--- config.mk ---
export PLATFORM = sky130hd
export DESIGN_NAME = alu_operand_stage_flat
export DESIGN_NICKNAME = d
export VERILOG_FILES = /design/src/rtl/alu_pkg.sv /design/src/rtl/alu_operand_stage_if.sv /design/src/rtl/barrel_shifter.sv /design/src/rtl/alu_operand_stage.sv /design/src/flat_wrapper.sv
export SDC_FILE = /design/constraint.sdc
export NUM_CORES = 1
export LEC_CHECK = 0
export CORE_MARGIN = 4
export CORE_UTILIZATION = 45
export CTS_BUF_LIST = sky130_fd_sc_hd__clkbuf_4
export DETAILED_ROUTE_END_ITERATION = 12
export DONT_BUFFER_PORTS = 1
export SLEW_MARGIN = 20
export SYNTH_ARGS = -nofsm -noshare
export SYNTH_HDL_FRONTEND = slang
export SYNTH_SLANG_ARGS = --single-unit
--- constraint.sdc ---
create_clock -name clk -period 7.2 [get_ports clk]
set_clock_uncertainty 0.1 [all_clocks]
set_input_delay 1.08 -clock clk [delete_from_list [all_inputs] [get_ports clk]]
set_output_delay 1.08 -clock clk [all_outputs]
set_load 0.05 [all_outputs]
--- src/rtl/alu_pkg.sv ---
// Shared constants for the ALU operand stage: opcodes, shift types, default width
// and the occupancy states of the operand register pipeline.
package alu_pkg;

    localparam int N_DEF = 32;

    localparam logic [3:0] OPC_AND = 4'd0;
    localparam logic [3:0] OPC_EOR = 4'd1;
    localparam logic [3:0] OPC_SUB = 4'd2;
    localparam logic [3:0] OPC_RSB = 4'd3;
    localparam logic [3:0] OPC_ADD = 4'd4;
    localparam logic [3:0] OPC_ADC = 4'd5;
    localparam logic [3:0] OPC_SBC = 4'd6;
    localparam logic [3:0] OPC_RSC = 4'd7;
    localparam logic [3:0] OPC_TST = 4'd8;
    localparam logic [3:0] OPC_TEQ = 4'd9;
    localparam logic [3:0] OPC_CMP = 4'd10;
    localparam logic [3:0] OPC_CMN = 4'd11;
    localparam logic [3:0] OPC_ORR = 4'd12;
    localparam logic [3:0] OPC_MOV = 4'd13;
    localparam logic [3:0] OPC_BIC = 4'd14;
    localparam logic [3:0] OPC_MVN = 4'd15;

    localparam logic [1:0] SH_LSL = 2'd0;
    localparam logic [1:0] SH_LSR = 2'd1;
    localparam logic [1:0] SH_ASR = 2'd2;
    localparam logic [1:0] SH_ROR = 2'd3;

    // ST_SKID is only reachable when the skid buffer is built in.
    typedef enum logic [1:0] {
        ST_EMPTY = 2'd0,
        ST_OUT   = 2'd1,
        ST_SKID  = 2'd2
    } occ_e;

endpackage

--- src/rtl/alu_operand_stage_if.sv ---
// Handshake and operand bus of the ALU operand stage. Both sides use valid/ready:
// a transfer happens in any cycle where valid and ready are both 1; valid never waits on ready.
interface alu_operand_stage_if #(parameter int N = 32);

    logic         in_valid;
    logic         in_ready;
    logic [3:0]   in_opc;
    logic [N-1:0] in_op1;
    logic [N-1:0] in_rm;
    logic         in_imm_sel;
    logic [7:0]   in_imm8;
    logic [3:0]   in_rot;
    logic [1:0]   in_sh_type;
    logic [7:0]   in_sh_amt;
    logic         c_flag;

    logic         out_valid;
    logic         out_ready;
    logic [3:0]   opc;
    logic [N-1:0] op1;
    logic [N-1:0] op2;
    logic         c_shifter;

    modport slave (
        input  in_valid, in_opc, in_op1, in_rm, in_imm_sel, in_imm8, in_rot,
               in_sh_type, in_sh_amt, c_flag, out_ready,
        output in_ready, out_valid, opc, op1, op2, c_shifter
    );

    modport master (
        output in_valid, in_opc, in_op1, in_rm, in_imm_sel, in_imm8, in_rot,
               in_sh_type, in_sh_amt, c_flag, out_ready,
        input  in_ready, out_valid, opc, op1, op2, c_shifter
    );

endinterface

--- src/rtl/barrel_shifter.sv ---
// Combinational operand-2 generator: rotated immediate or shifted register,
// with the shifter carry-out. Written for N a power of two (N=32 in practice).
module barrel_shifter
    import alu_pkg::*;
#(
    parameter int N = N_DEF
) (
    input  logic [N-1:0] rm_i,
    input  logic [7:0]   amt_i,
    input  logic [1:0]   sh_type_i,
    input  logic         c_i,
    input  logic         imm_sel_i,
    input  logic [7:0]   imm8_i,
    input  logic [3:0]   rot_i,
    output logic [N-1:0] res_o,
    output logic         c_o
);

    localparam int SW = $clog2(N);
    localparam logic [7:0] AMT_N = 8'(N);

    logic [SW-1:0] s;
    logic [SW-1:0] lsl_idx;
    logic [SW-1:0] rsh_idx;
    logic [SW:0]   s_inv;
    logic [SW-1:0] rot2;
    logic [SW:0]   rot2_inv;
    logic [N-1:0]  imm_ext;
    logic [N-1:0]  imm_rot;

    // For power-of-two N, (0 - s) mod N is N - s: the last bit shifted out by LSL.
    assign s        = amt_i[SW-1:0];
    assign lsl_idx  = SW'(0) - s;
    assign rsh_idx  = s - SW'(1);
    assign s_inv    = (SW+1)'(N) - {1'b0, s};
    assign rot2     = SW'({rot_i, 1'b0});
    assign rot2_inv = (SW+1)'(N) - {1'b0, rot2};
    assign imm_ext  = {{(N-8){1'b0}}, imm8_i};
    assign imm_rot  = (imm_ext >> rot2) | (imm_ext << rot2_inv);

    always_comb begin
        res_o = rm_i;
        c_o   = c_i;
        if (imm_sel_i) begin
            res_o = imm_rot;
            c_o   = (rot_i == 4'd0) ? c_i : imm_rot[N-1];
        end else if (amt_i != 8'd0) begin
            case (sh_type_i)
                SH_LSL: begin
                    if (amt_i < AMT_N) begin
                        res_o = rm_i << s;
                        c_o   = rm_i[lsl_idx];
                    end else begin
                        res_o = '0;
                        c_o   = (amt_i == AMT_N) ? rm_i[0] : 1'b0;
                    end
                end
                SH_LSR: begin
                    if (amt_i < AMT_N) begin
                        res_o = rm_i >> s;
                        c_o   = rm_i[rsh_idx];
                    end else begin
                        res_o = '0;
                        c_o   = (amt_i == AMT_N) ? rm_i[N-1] : 1'b0;
                    end
                end
                SH_ASR: begin
                    if (amt_i < AMT_N) begin
                        res_o = $unsigned($signed(rm_i) >>> s);
                        c_o   = rm_i[rsh_idx];
                    end else begin
                        res_o = {N{rm_i[N-1]}};
                        c_o   = rm_i[N-1];
                    end
                end
                default: begin
                    // A rotate by a nonzero multiple of N leaves rm intact; carry is bit N-1.
                    res_o = (rm_i >> s) | (rm_i << s_inv);
                    c_o   = res_o[N-1];
                end
            endcase
        end
    end

endmodule

--- src/rtl/alu_operand_stage.sv ---
// ALU operand stage: builds operand 2 and shifter carry, registers them for the ALU.
// Define ALU_OPERAND_SKID_EN to add a one-entry skid buffer with a registered in_ready.
module alu_operand_stage
    import alu_pkg::*;
#(
    parameter int N = N_DEF
) (
    input  logic                clk,
    input  logic                rst,
    alu_operand_stage_if.slave  bus,
    output occ_e                state_o
);

    occ_e         state_q, state_d;
    logic [3:0]   opc_q;
    logic [N-1:0] op1_q;
    logic [N-1:0] op2_q;
    logic         c_q;
    logic [N-1:0] sh_res;
    logic         sh_c;
    logic         in_ready;
    logic         accept;
    logic         consume;
    logic         ld_new;

    barrel_shifter #(.N(N)) u_shifter (
        .rm_i      (bus.in_rm),
        .amt_i     (bus.in_sh_amt),
        .sh_type_i (bus.in_sh_type),
        .c_i       (bus.c_flag),
        .imm_sel_i (bus.in_imm_sel),
        .imm8_i    (bus.in_imm8),
        .rot_i     (bus.in_rot),
        .res_o     (sh_res),
        .c_o       (sh_c)
    );

`ifdef ALU_OPERAND_SKID_EN
    logic [3:0]   skid_opc_q;
    logic [N-1:0] skid_op1_q;
    logic [N-1:0] skid_op2_q;
    logic         skid_c_q;
    logic         ld_skid;
    logic         ld_from_skid;

    // Ready depends only on registered occupancy, never on out_ready.
    assign in_ready = !rst && (state_q != ST_SKID);
`else
    assign in_ready = !rst && ((state_q == ST_EMPTY) || bus.out_ready);
`endif

    assign accept  = bus.in_valid && in_ready;
    assign consume = (state_q != ST_EMPTY) && bus.out_ready;

    always_comb begin
        state_d = state_q;
        ld_new  = 1'b0;
`ifdef ALU_OPERAND_SKID_EN
        ld_skid      = 1'b0;
        ld_from_skid = 1'b0;
`endif
        case (state_q)
            ST_EMPTY: begin
                if (accept) begin
                    ld_new  = 1'b1;
                    state_d = ST_OUT;
                end
            end
            ST_OUT: begin
`ifdef ALU_OPERAND_SKID_EN
                if (accept && !consume) begin
                    ld_skid = 1'b1;
                    state_d = ST_SKID;
                end else
`endif
                if (accept) begin
                    ld_new = 1'b1;
                end else if (consume) begin
                    state_d = ST_EMPTY;
                end
            end
`ifdef ALU_OPERAND_SKID_EN
            ST_SKID: begin
                if (consume) begin
                    ld_from_skid = 1'b1;
                    state_d      = ST_OUT;
                end
            end
`endif
            default: state_d = ST_EMPTY;
        endcase
    end

    always_ff @(posedge clk or posedge rst) begin
        if (rst) begin
            state_q <= ST_EMPTY;
            opc_q   <= '0;
            op1_q   <= '0;
            op2_q   <= '0;
            c_q     <= 1'b0;
        end else begin
            state_q <= state_d;
            if (ld_new) begin
                opc_q <= bus.in_opc;
                op1_q <= bus.in_op1;
                op2_q <= sh_res;
                c_q   <= sh_c;
            end
`ifdef ALU_OPERAND_SKID_EN
            else if (ld_from_skid) begin
                opc_q <= skid_opc_q;
                op1_q <= skid_op1_q;
                op2_q <= skid_op2_q;
                c_q   <= skid_c_q;
            end
`endif
        end
    end

`ifdef ALU_OPERAND_SKID_EN
    always_ff @(posedge clk or posedge rst) begin
        if (rst) begin
            skid_opc_q <= '0;
            skid_op1_q <= '0;
            skid_op2_q <= '0;
            skid_c_q   <= 1'b0;
        end else if (ld_skid) begin
            skid_opc_q <= bus.in_opc;
            skid_op1_q <= bus.in_op1;
            skid_op2_q <= sh_res;
            skid_c_q   <= sh_c;
        end
    end
`endif

    assign bus.in_ready  = in_ready;
    assign bus.out_valid = (state_q != ST_EMPTY);
    assign bus.opc       = opc_q;
    assign bus.op1       = op1_q;
    assign bus.op2       = op2_q;
    assign bus.c_shifter = c_q;
    assign state_o       = state_q;

endmodule
--- src/flat_wrapper.sv ---
// flat-port wrapper written by rule: the top's interface ports become plain ports
module alu_operand_stage_flat import alu_pkg::*;
#(
    parameter int N = N_DEF
)
  (clk, rst, state_o, bus_in_valid, bus_in_opc, bus_in_op1, bus_in_rm, bus_in_imm_sel, bus_in_imm8, bus_in_rot, bus_in_sh_type, bus_in_sh_amt, bus_c_flag, bus_out_ready, bus_in_ready, bus_out_valid, bus_opc, bus_op1, bus_op2, bus_c_shifter);
  alu_operand_stage_if #(.N(N)) bus_i ();
  input  logic clk;
  input  logic rst;
  output occ_e state_o;
  input wire logic [$bits(bus_i.in_valid)-1:0] bus_in_valid;
  input wire logic [$bits(bus_i.in_opc)-1:0] bus_in_opc;
  input wire logic [$bits(bus_i.in_op1)-1:0] bus_in_op1;
  input wire logic [$bits(bus_i.in_rm)-1:0] bus_in_rm;
  input wire logic [$bits(bus_i.in_imm_sel)-1:0] bus_in_imm_sel;
  input wire logic [$bits(bus_i.in_imm8)-1:0] bus_in_imm8;
  input wire logic [$bits(bus_i.in_rot)-1:0] bus_in_rot;
  input wire logic [$bits(bus_i.in_sh_type)-1:0] bus_in_sh_type;
  input wire logic [$bits(bus_i.in_sh_amt)-1:0] bus_in_sh_amt;
  input wire logic [$bits(bus_i.c_flag)-1:0] bus_c_flag;
  input wire logic [$bits(bus_i.out_ready)-1:0] bus_out_ready;
  output wire logic [$bits(bus_i.in_ready)-1:0] bus_in_ready;
  output wire logic [$bits(bus_i.out_valid)-1:0] bus_out_valid;
  output wire logic [$bits(bus_i.opc)-1:0] bus_opc;
  output wire logic [$bits(bus_i.op1)-1:0] bus_op1;
  output wire logic [$bits(bus_i.op2)-1:0] bus_op2;
  output wire logic [$bits(bus_i.c_shifter)-1:0] bus_c_shifter;
  assign bus_i.in_valid = bus_in_valid;
  assign bus_i.in_opc = bus_in_opc;
  assign bus_i.in_op1 = bus_in_op1;
  assign bus_i.in_rm = bus_in_rm;
  assign bus_i.in_imm_sel = bus_in_imm_sel;
  assign bus_i.in_imm8 = bus_in_imm8;
  assign bus_i.in_rot = bus_in_rot;
  assign bus_i.in_sh_type = bus_in_sh_type;
  assign bus_i.in_sh_amt = bus_in_sh_amt;
  assign bus_i.c_flag = bus_c_flag;
  assign bus_i.out_ready = bus_out_ready;
  assign bus_in_ready = bus_i.in_ready;
  assign bus_out_valid = bus_i.out_valid;
  assign bus_opc = bus_i.opc;
  assign bus_op1 = bus_i.op1;
  assign bus_op2 = bus_i.op2;
  assign bus_c_shifter = bus_i.c_shifter;
  alu_operand_stage #(.N(N)) u_core (.clk(clk), .rst(rst), .bus(bus_i), .state_o(state_o));
endmodule
Yosys cells after proc, flatten, opt, wreduce, memory -nomap -nowiden

Index checks and enable logic that the tools add are counted.

Register bits after elaboration: 71
Input bits: 96
Output and inout bits: 73
Word-level logic and storage cells: 64

Add/sub/neg operators: 4
Magnitude comparators: 3
Equal/unequal tests: 7
Shifts and indexed selects: 6
Multiplexer cells: 25
Bitwise operators: 2
Reduce and logical (&&, ||, !) cells: 12

Operators with widths:

| cell                                                 | count |
|---|---|
| two-way mux 32 bit                                   | 5 |
| one-hot mux 32 bit (3 select lines)                  | 1 |
| OR 32 bit                                            | 2 |
| left shift 32 x 5 -> 32 bit                          | 1 |
| left shift 32 x 6 -> 32 bit                          | 1 |
| left shift 8 x 6 -> 32 bit                           | 1 |
| right shift 32 x 5 -> 32 bit                         | 1 |
| right shift 8 x 5 -> 32 bit                          | 1 |
| >>> shifter 32 x 5 -> 32 bit                         | 1 |
| < comparator 5 x 6 -> 1 bit (second input constant)  | 2 |
| two-way mux 1 bit                                    | 12 |
| subtractor 6 x 5 -> 6 bit (first input constant)     | 2 |
| binary-select mux 1 bit (select 5 bit)               | 2 |
| equality test 8 x 6 -> 1 bit (second input constant) | 1 |
| < comparator 8 x 6 -> 1 bit (second input constant)  | 1 |
| nonzero test 8 bit                                   | 1 |
| two-way mux 2 bit                                    | 3 |
| subtractor 1 x 5 -> 5 bit (first input constant)     | 1 |
| subtractor 5 x 1 -> 5 bit (second input constant)    | 1 |
| equality test 2 x 1 -> 1 bit (second input constant) | 2 |
| zero test 2 bit                                      | 2 |
| zero test 4 bit                                      | 1 |
| != test 2 x 1 -> 1 bit (second input constant)       | 2 |
| one-hot mux 2 bit (2 select lines)                   | 1 |
| 9 further kinds                                      | 11 |

Longest topological paths before layout

Depth after elaboration: 7
Gate-level depth with buffers: 14
Mapped depth without buffers: 8

By module

From an unflattened synthesis, not the netlist that was laid out.

Cells, all modules: 1206
Area total of the unflattened synthesis: 10390.0 µm²

By module, submodules not included:

| module            | instances | cells each | area an instance (µm²) | sequential area each (µm²) |
|---|---|---|---|---|
| barrel_shifter    | 1         | 1051       | 7688.6                 | 0.0 |
| alu_operand_stage | 1         | 155        | 2701.3                 | 1751.7 |

Worst setup path before layout

Ideal clock, no wire load.

Path type: input -> output
Start: input port rst
End: output port bus_in_ready
Arrival time: 3183 ps
Required time: 6020 ps
Setup slack: 2837 ps
Stages: 2
Buffers on the path: 0
Cell sequence: inv_1 and2_1

Cells in the longest elaborated chain, start to end: 2

RTL lines:

| element           | RTL line                | RTL |
|---|---|---|
| from (decl)       | flat_wrapper.sv:9       | `input logic rst;` |
| zero test 1 bit   | alu_operand_stage.sv:49 | `assign in_ready = !rst && ((state_q == ST_EMPTY) \|\| bus.out_ready);` |
| logical AND 1 bit | alu_operand_stage.sv:49 |  |
| to (decl)         | flat_wrapper.sv:22      | `output wire logic [$bits(bus_i.in_ready)-1:0] bus_in_ready;` |

Every way passes these cells.

Worst setup path after layout

Start: input port bus_in_sh_amt[0]
End: register u_core.op2_q[28], in the netlist u_core.bus.op2[28]

Cells in the longest elaborated chain, start to end: 6
Elaborated cells between the ends (all ways): 14

RTL lines:

| element                             | RTL line                 | RTL |
|---|---|---|
| from (decl)                         | flat_wrapper.sv:19       | `input wire logic [$bits(bus_i.in_sh_amt)-1:0] bus_in_sh_amt;` |
| subtractor 6 x 5 -> 6 bit           | barrel_shifter.sv:35     | `assign s_inv = (SW+1)'(N) - {1'b0, s};` |
| left shift 32 x 6 -> 32 bit         | barrel_shifter.sv:78     | `res_o = (rm_i >> s) \| (rm_i << s_inv);` |
| OR 32 bit                           | barrel_shifter.sv:78     |  |
| one-hot mux 32 bit (3 select lines) | barrel_shifter.sv:48     | `case (sh_type_i)` |
| two-way mux 32 bit (*)              | barrel_shifter.sv:47     | `end else if (amt_i != 8'd0) begin` |
| two-way mux 32 bit (*)              | barrel_shifter.sv:44     | `if (imm_sel_i) begin` |
| to (signal assigned)                | alu_operand_stage.sv:106 | `op2_q <= sh_res;` |
| to (decl)                           | alu_operand_stage.sv:17  | `logic [N-1:0] op2_q;` |

Every way passes the cells marked *; elsewhere a longest branch is shown, timed or not.
A chain may end at the register's enable or synchronous reset.

==> impl_results.md <==
- Status: completed
- Flop pwr share: 42.2%
- Most instantiated cells after synthesis: nand2_1 (208), clkbuf_1 (107), mux4_2 (106), nor2_1 (103), dfrtp_1 (70)
- Startpoint Class: input port
- Routed Antenna Nets: 0
- Synth top area cells: mux4_2 (21%), dfrtp_1 (16%), nand2_1 (7.0%)
- Fin crit share: 66.0%
- Clock tree root buffer cell: clkbuf_4
- All-Layer GR Usage: 42.1%
- DRC: 0
- Leakage: 4.13 nW
- Logic pwr share: 44.0%
- Min Tclk post-route: 4.75 ns
- Clock latency on the worst-skew pair: 0.41 ns
- Drt initial violations: 2151
- Port Buf Inserts: 0
- Storage cell area: between 1500 and 2000 µm²
- Pins over their slew limit: 0
- Syn Nets: approximately 1400
- Initial DRT Pass Iterations: 6
- Worst-case clock buffer depth: 2
- Post-synth ARST share: 100%
- GR Util met2: 61.3%
- Core Box Area: 24300 µm²
- Met3 usage: 14.3%
- Area grow syn2layout: 0.606%
- # IOs: 169
- Number of synthesized register bits: 70
- Fmax: between 200 and 250 MHz
- Worst R2R Setup Slack: 3.43 ns
- CTS tree: done
- Final setup vio count: 0
- DR WL/cell: 38.0 µm
- Post-CTS Setup Bufs: 0
- Post-Syn Instances: around 1300
- Met1 usage: between 50% and 60%
- Post-Syn Area: ~11000 µm²
- Area of the multi-input gates: 8670 µm²
- Chip height: 165 µm
- Clock-pin slew on the worst setup and hold paths: roughly 0.15 ns
- Grt total ovfl: 0
- Layout Nets: 1322
- Synth warnings: 0
- CP max FO: 116
- Critical path class: input port to flop
- Synth area leader: mux4_2
- Int Power: around 0.85 mW
- Largest net degree at the start of global routing: 117
- Maxcap violations: 0
- # rows: 57
- DRT Wirelength: 59.1 mm
- Sink Count: 70
- Die X: approximately 170 µm
- Clk pwr share: 13.8%
- Post-CTS sizing: 0
- Tot Pwr: 1.80 mW
- Req. time, crit path: 7.41 ns
- DP HPWL: approximately 43 mm
- Area share of the largest cell type after synthesis: 21.4%
- Peak supply drop: 0.112 mV
- Hold Buf Count CTS: 0
- GP Congestion: between 1 and 1.5
- Vias/cell: 7.81
- Post-synth top flop: dfrtp_1
- Gr busiest metal: met2
- Post-Syn Area per Cell: 8.28 µm²
- PD cells: 161 nW/µm²
- Yosys cell types: 82
- Switching portion of total power: 52.9%
- Sequential area share after synthesis: approximately 16%
- First-pass GRT wire length: 82.8 mm
- Measured slew at the worst slew-check pin: around 1.2 ns
- Final setup margin: 2.45 ns
- Cell total after placement: 1537
- Worst path arrival time: 4.96 ns
- Slew margin rel.: between 20% and 30%
- DR vias: 12151
- Hold Vio Cnt, Final: 0
- Switch Pwr: 0.954 mW
- Initial Utilization: 45.9%
- Setup repair after global routing missed its margin: false
- Min-Delay Path Class: input port to async pin
- Fill cells: 2416
- Die Area: 27400 µm²
- CTS Buf Count: 9
- Post-layout util: 46.1%
- Worst setup EP type: flop
- Layout Cells excl Fill: 1555
- Fraction of layout cells with a size suffix above 1: 17.7%
- Initial antenna violation count: 6
- TNS Setup: 0 ns
- Htree depth: 3
- Count leader, synth: nand2_1
- Pre-CTS worst setup slack: 2.37 ns
- Post-synth EDFFs: 0
- Vias in the first global route: 11190
[critical path: stages]
cell and delay [ns]:
inv_2 0.27, ha_1 0.56, or4b_2 0.69, nor2_1 0.90
nor2_1 0.56, nand2_1 0.43, a311o_1 0.24, o311ai_1 0.11
[placed cells by master (no fill, tap or decap), types with 7 or more instances in the layout]
| master | instances |
|---|---|
| o22ai_1 | 11 |
| buf_4 | 24 |
| nor3_1 | 37 |
| a22oi_1 | 10 |
| o21ai_0 | 60 |
| dfrtp_1 | 70 |
| nor2b_1 | 12 |
| a31oi_1 | 31 |
| o211ai_1 | 25 |
| mux2_2 | 54 |
| clkbuf_4 | 9 |
| nand3_1 | 34 |
| o21ai_1 | 18 |
| a211oi_1 | 15 |
| o221ai_1 | 10 |
| a2bb2oi_1 | 7 |
| mux2_1 | 10 |
| nand2b_1 | 9 |
| inv_1 | 14 |
| mux4_2 | 106 |
| a221oi_1 | 18 |
| mux2i_1 | 65 |
| and3_1 | 16 |
| or3_1 | 9 |
| o31ai_1 | 15 |
| nand4_1 | 11 |
| a21oi_1 | 63 |
| o2111ai_1 | 8 |
| nor2_1 | 102 |
| a221o_1 | 8 |
| and2_1 | 8 |
| nand2_1 | 208 |
[registers in the layout, summed over array words and instances (netlist names)]
register              flops
u_core.bus.c_shifter      1
u_core.bus.op1           32
u_core.bus.op2           32
u_core.bus.opc            4
u_core.state_o            1
[path summary, 6_finish.rpt]
kind / start / endpoint / cells past startpoint
worst max-delay path: bus_in_sh_amt[0] / u_core.bus.op2[28] / 8
worst min-delay path: rst / u_core.bus.op1[8] / 1
worst max register to register: u_core.state_o[0] / u_core.bus.c_shifter / 6
worst min register to register: u_core.bus.op1[13] / u_core.bus.op1[13] / 2
max in group asynchronous: rst / u_core.bus.op1[17] / 2
min in group clk: bus_in_opc[2] / u_core.bus.opc[2] / 2
[power groups by stage]
stage	clock network (mW)	registers [mW]	logic, mW
after global placement	0	0.769	0.764
final	0.250	0.761	0.794
after global routing	0.272	0.770	0.832
after detailed placement	0	0.770	0.761
after floorplan	0	0.741	0.605
after CTS	0.253	0.762	0.764
[per-layer routing]
metal  routed length [µm]  share of wire [%]
met5                   24              0.041
met2                24500                 41
met4                 3250                5.5
met1                22700                 38
met3                 8720                 15
[cell families (layout without fill, tap and decap cells)]
kind of cell	count (synthesis)	count (layout)	synth area share, %
simple gates	473	473	19.1
compound gates	380	380	23.6
mux	235	235	33.7
buf+inv	178	60	6.95
flops	70	70	15.7
xor+xnor	8	8	0.696
fa+ha+maj	2	2	0.224
other cells	1	3	0.0336
[per-stage QoR]
| step | area, µm² | hold WS, ns |
|---|---|---|
| floorplan | 11200 | 0.645 |
| global placement | 11100 | 0.664 |
| detailed placement | 11100 | 0.668 |
| CTS | 11200 | 0.560 |
| global route | 11200 | 0.574 |
| finish | 11200 | 0.552 |
[area by class of cell]
class                           instances  area share [%]
Inverter                               20           0.669
Sequential cell                        70            15.6
Timing Repair Buffer                   24            1.61
Clock inverter                          7           0.547
Multi-Input combinational cell       1099            77.3
Antenna cell                            2          0.0446
Tap cell                              324            3.61
Clock buffer                            9           0.602
No activity file was read; power rests on OpenSTA's default activity.
